==> src/rtl/qdiv_pkg.sv <==
// Shared fixed-point definitions: word/fraction defaults used by the divider
// and the fixed-point multiplier, plus the divider state encoding.
package qdiv_pkg;

  localparam int FX_Q = 15;
  localparam int FX_N = 32;

  // Divider state encoding
  // state | meaning
  // IDLE  | waiting for i_start, outputs hold the last result
  // RUN   | one restoring-division iteration per cycle
  // DONE  | format/saturate the quotient, pulse o_done
  localparam logic [1:0] ST_IDLE = 2'd0;
  localparam logic [1:0] ST_RUN  = 2'd1;
  localparam logic [1:0] ST_DONE = 2'd2;

  typedef enum logic [1:0] {
    S_IDLE = ST_IDLE,
    S_RUN  = ST_RUN,
    S_DONE = ST_DONE
  } qdiv_state_e;

endpackage

==> src/rtl/qdiv.sv <==
// Sequential sign-magnitude fixed-point divider.
// Restoring division, one quotient bit per cycle, fixed latency of N+Q cycles
// from the accepting edge to o_done, with saturation on overflow/divide-by-zero.
//
// state | meaning
// IDLE  | waiting for i_start; o_quotient/ovr hold the previous result
// RUN   | N-1+Q iterations of shift/compare/subtract
// DONE  | register result and ovr, single-cycle o_done, back to IDLE
module qdiv
  import qdiv_pkg::*;
#(
  parameter int Q = FX_Q,
  parameter int N = FX_N
) (
  input  logic         clk,
  input  logic         rst_n,
  input  logic         i_start,
  input  logic [N-1:0] i_dividend,
  input  logic [N-1:0] i_divisor,
  output logic [N-1:0] o_quotient,
  output logic         o_busy,
  output logic         o_done,
  output logic         ovr
);

  localparam int QW = N - 1 + Q;
  localparam int CW = $clog2(QW + 1);

  qdiv_state_e   state_q, state_d;
  logic [CW-1:0] cnt_q, cnt_d;
  logic [QW-1:0] quo_q, quo_d;
  logic [N-1:0]  rem_q, rem_d;
  logic [N-2:0]  dvsr_q, dvsr_d;
  logic          sign_q, sign_d;
  logic [N-1:0]  o_quotient_q, o_quotient_d;
  logic          ovr_q, ovr_d;
  logic          o_done_q, o_done_d;

  logic [N-1:0]  trial;
  logic [N:0]    sub;
  logic          take;
  logic          sat;
  logic [N-2:0]  mag;

  // Datapath: the single subtractor and the result formatting
  always_comb begin
    // quo_q doubles as the dividend shift register; its MSB feeds the remainder
    trial = {rem_q[N-2:0], quo_q[QW-1]};
    sub   = {1'b0, trial} - {2'b00, dvsr_q};
    // rem_q[N-1] is only ever set in the divide-by-zero case, whose result is overridden
    take  = rem_q[N-1] | ~sub[N];
    sat   = (dvsr_q == '0) | (|quo_q[QW-1:N-1]);
    mag   = sat ? '1 : quo_q[N-2:0];
  end

  // Next-state and register-input logic
  always_comb begin
    state_d      = state_q;
    cnt_d        = cnt_q;
    quo_d        = quo_q;
    rem_d        = rem_q;
    dvsr_d       = dvsr_q;
    sign_d       = sign_q;
    o_quotient_d = o_quotient_q;
    ovr_d        = ovr_q;
    o_done_d     = 1'b0;
    case (state_q)
      S_IDLE: begin
        if (i_start) begin
          dvsr_d  = i_divisor[N-2:0];
          sign_d  = i_dividend[N-1] ^ i_divisor[N-1];
          quo_d   = {i_dividend[N-2:0], {Q{1'b0}}};
          rem_d   = '0;
          cnt_d   = CW'(QW);
          state_d = S_RUN;
        end
      end
      S_RUN: begin
        rem_d = take ? sub[N-1:0] : trial;
        quo_d = {quo_q[QW-2:0], take};
        cnt_d = cnt_q - 1'b1;
        if (cnt_q == CW'(1)) state_d = S_DONE;
      end
      S_DONE: begin
        o_quotient_d = {sign_q & (|mag), mag};
        ovr_d        = sat;
        o_done_d     = 1'b1;
        state_d      = S_IDLE;
      end
      default: state_d = S_IDLE;
    endcase
  end

  // State and datapath registers
  always_ff @(posedge clk or negedge rst_n) begin
    if (!rst_n) begin
      state_q      <= S_IDLE;
      cnt_q        <= '0;
      quo_q        <= '0;
      rem_q        <= '0;
      dvsr_q       <= '0;
      sign_q       <= 1'b0;
      o_quotient_q <= '0;
      ovr_q        <= 1'b0;
      o_done_q     <= 1'b0;
    end else begin
      state_q      <= state_d;
      cnt_q        <= cnt_d;
      quo_q        <= quo_d;
      rem_q        <= rem_d;
      dvsr_q       <= dvsr_d;
      sign_q       <= sign_d;
      o_quotient_q <= o_quotient_d;
      ovr_q        <= ovr_d;
      o_done_q     <= o_done_d;
    end
  end

  assign o_quotient = o_quotient_q;
  assign ovr        = ovr_q;
  assign o_done     = o_done_q;
  assign o_busy     = (state_q != S_IDLE);

endmodule
==> config.mk <==
export PLATFORM = sky130hd
export DESIGN_NAME = qdiv
export DESIGN_NICKNAME = d
export VERILOG_FILES = /design/src/rtl/qdiv_pkg.sv /design/src/rtl/qdiv.sv
export SDC_FILE = /design/constraint.sdc
export NUM_CORES = 1
export LEC_CHECK = 0
export BUFFER_PORTS_ARGS = -buffer_cell sky130_fd_sc_hd__buf_2
export CAP_MARGIN = 20
export CORE_ASPECT_RATIO = 0.5
export CORE_MARGIN = 4
export CORE_UTILIZATION = 39
export CTS_CLUSTER_SIZE = 28
export DETAILED_ROUTE_END_ITERATION = 10
export SKIP_CTS_REPAIR_TIMING = 1
export SKIP_LAST_GASP = 1
export SYNTH_ARGS = -nofsm -noshare
export SYNTH_HDL_FRONTEND = slang
export SYNTH_SLANG_ARGS = --single-unit
==> constraint.sdc <==
create_clock -name clk -period 4.38 [get_ports clk]
set_input_delay 0.876 -clock clk [delete_from_list [all_inputs] [get_ports clk]]
set_output_delay 0.876 -clock clk [all_outputs]
set_load 0.03 [all_outputs]
==> results.py <==
metrics = {
    "sta": {
        "max_freq_mhz": 270,
        "fin_setup_tns_ns": 0,
        "setup_ws_ns": 0.676,
        "drv_slew": 0,
        "period_needed_ns": 3.70,
        "fin_crit_sh": 0.846,
        "tightest_slew_ns": 0.890,
        "finalHoldViolations": 0,
        "finalSetupViolCount": 0,
        "finClkSkew_ns": 0.0109,
        "rsz0062_at_grt": "no",
        "slew_headroom": 0.407,
        "fin_hold_ws_ns": 0.447,
    },
    "finish": {
        "layout-area-overhead-vs-synth_pct": 17.1,
        "final_cells": 1278,
        "nNetsFinal": 1100,
        "drive_gt1_frac": 0.161,
        "fin_util": 0.475,
        "stdcell_area_mm2": 0.00943,
        "layout_commonest_cell": "nand2_1",
        "mostFrequentLayoutCells": "nand2_1 (166), dfrtp_1 (152), buf_2 (100)",
        "diodes": 0,
    },
    "routing": {
        "firstDrtPassIters": 5,
        "wl_mm": 20.8,
        "post-route-drc-count": 0,
        "routedWlPerCell_um": 16.2,
        "vias": 6881,
        "vias_per_cell": 5.38,
        "drtIter0Drc": 472,
        "ant_nets": 0,
    },
    "clock_network": {
        "cts_max_level": 4,
        "cts_tree": "done",
        "cts.sinks": 152,
        "clk_pin_slew_worst_paths_ns": 0.07,
        "cts_root_buf": "clkbuf_16",
        "cts_buffer_depth": 2,
        "cts_made_buffers": 17,
        "clock_latency_ns": 0.42,
    },
    "floorplan": {
        "row_count": 36,
        "die_h_um": 110,
        "die-width_um": 211,
        "dieArea_mm2": 0.0232,
        "initial_utilization": 0.405,
        "core_area_mm2": 0.0199,
        "ios": 102,
    },
    "synth": {
        "syn_inst": 925,
        "netlist_area_mm2": 0.00805,
        "async_flop_share": 1.00,
        "ys.flop_type": "dfrtp_1",
        "ys_seq_elements": 152,
        "syn_nets": 1026,
        "syn_avg_cell_area_um2": 8.71,
        "ys_types": 57,
        "yosysSeqAreaShare": 0.472,
        "synth_edf_count": 0,
        "synth_warnings": 0,
    },
    "status": {
        "run_status": "finished clean",
    },
    "setup_path": {
        "end_kind": "flop",
        "cpPeakStageDelay_ns": 0.49,
        "path_cells": "inv_1 -> ha_1 -> inv_1 -> fa_1 -> a211oi_2 -> o211ai_2 -> a41o_4 -> a311oi_4 -> o21a_2 -> o21ai_2 -> a31oi_2 -> buf_4 -> nand3_1 -> nand3_1",
        "r2r.worst_path.cells": 14,
        "reg2reg_to": "rem_q[18]",
        "cpMaxStageDelayCell": "a31oi_2",
        "critPathTopFamily": "compound AO/OA/AOI/OAI gates",
        "path_max_fanout": 17,
        "r2r_start": "quo_q[45]",
        "crit_arrival_ns": 4.05,
        "worstSetupStartpointType": "flop",
        "critPathKind": "flop to flop",
        "required_ns": 4.73,
        "reg2reg_slack_ns": 0.68,
        "critPathBufInv": 3,
    },
    "global_routing": {
        "grt_pass1_vias": 6758,
        "grt_overflow": 0,
        "antenna_found_initial": 0,
        "grt_pass1_wl_mm": 34.5,
        "grt_max_degree": 107,
        "grt_usage": 0.184,
    },
    "placement": {
        "dp.final_hpwl_mm": 14.3,
        "placed_cells": 1244,
        "portBuffers": 101,
        "gp_congestion": 0.848,
        "dpl_cell_area_mm2": 0.00877,
        "pre_cts_ws_ns": 0.626,
    },
    "power_and_ir_drop": {
        "cellPowerDensity_mw_per_mm2": 906,
        "p_leak_nw": 4.22,
        "vdd_drop_max_mv": 0.316,
        "total_power_mw": 8.54,
    },
    "flow_run": {
        "maxCapViolations": 0,
    },
    "worst_hold_path": {
        "hold_class": "input pin to async pin",
    },
}
per-layer routing:
layer | routed length [um] | track usage
met5 | 0 | 0
met1 | 10200 | 0.260
met3 | 801 | 0.0322
met2 | 9510 | 0.293
met4 | 278 | 0.0536
power by group:
group	internal (mW)	switching [mW]
logic	1.93	2.62
clock network	0.870	0.635
registers	2.00	0.487
how the worst max path moves through the flow:
stage | depth (start not counted) | endpoint | slack [ns] | start
floorplan | 14 | rem_q[0] | 1.33 | quo_q[45]
detailed placement | 13 | rem_q[29] | 0.63 | quo_q[45]
CTS | 13 | rem_q[29] | 0.59 | quo_q[45]
global route | 14 | rem_q[18] | 0.43 | quo_q[45]
finish | 14 | rem_q[18] | 0.68 | quo_q[45]
global placement | 13 | rem_q[0] | 0.71 | quo_q[45]
cell usage after synthesis (2+ instances only):
master / instances / share of area
buf_6: 3 / 0.0042
a311oi_1: 2 / 0.0022
nand3b_1: 2 / 0.0019
nor4_1: 18 / 0.014
a22oi_1: 30 / 0.028
o2111ai_1: 2 / 0.0022
clkbuf_1: 46 / 0.021
a31o_2: 3 / 0.0033
and3_1: 7 / 0.0054
inv_1: 42 / 0.020
nand2_1: 166 / 0.077
nor2b_1: 7 / 0.0054
a32oi_1: 9 / 0.0098
nand2b_1: 4 / 0.0031
buf_1: 4 / 0.0019
o21a_1: 6 / 0.0056
ha_1: 33 / 0.051
mux2i_1: 2 / 0.0025
buf_2: 5 / 0.0031
xnor2_1: 14 / 0.015
nor2_1: 76 / 0.035
and2_1: 4 / 0.0031
or3_1: 2 / 0.0016
nand4_1: 8 / 0.0062
nor3_1: 8 / 0.0050
or4_1: 2 / 0.0019
xor2_1: 12 / 0.013
nand3_1: 75 / 0.047
a21oi_1: 57 / 0.035
a31oi_1: 9 / 0.0070
o21ai_0: 68 / 0.042
dfrtp_1: 152 / 0.47
o21ai_1: 6 / 0.0037
o211ai_1: 5 / 0.0047
o21bai_1: 2 / 0.0019
a211oi_1: 3 / 0.0028
a221o_1: 2 / 0.0025
a21o_1: 10 / 0.0093
layout make-up:
cell class	instances	area (um^2)
Timing Repair Buffer	113	654
Clock inverter	14	163
Sequential cell	152	3800
Tap cell	266	333
Multi-Input combinational cell	673	3880
Clock buffer	18	439
Fill cell	1909	10400
Inverter	42	158
cell families after synthesis:
group | Yosys count | share of synthesized area
buffers and inverters | 100 | 0.0502
adders and majority gates | 34 | 0.0538
AOI/OAI and AO/OA | 229 | 0.183
muxes | 3 | 0.00388
xor gates and xnor gates | 26 | 0.0283
and+or+nand+nor | 381 | 0.209
DFF | 152 | 0.472
flip-flops by register name, indices dropped and copies added, names as in the netlist:
signal / cells
cnt_q: 6
dvsr_q: 31
o_done: 1
o_quotient: 32
ovr: 1
quo_q: 46
rem_q: 32
sign_q: 1
state_q: 2
No activity file was read; power rests on OpenSTA's default activity.
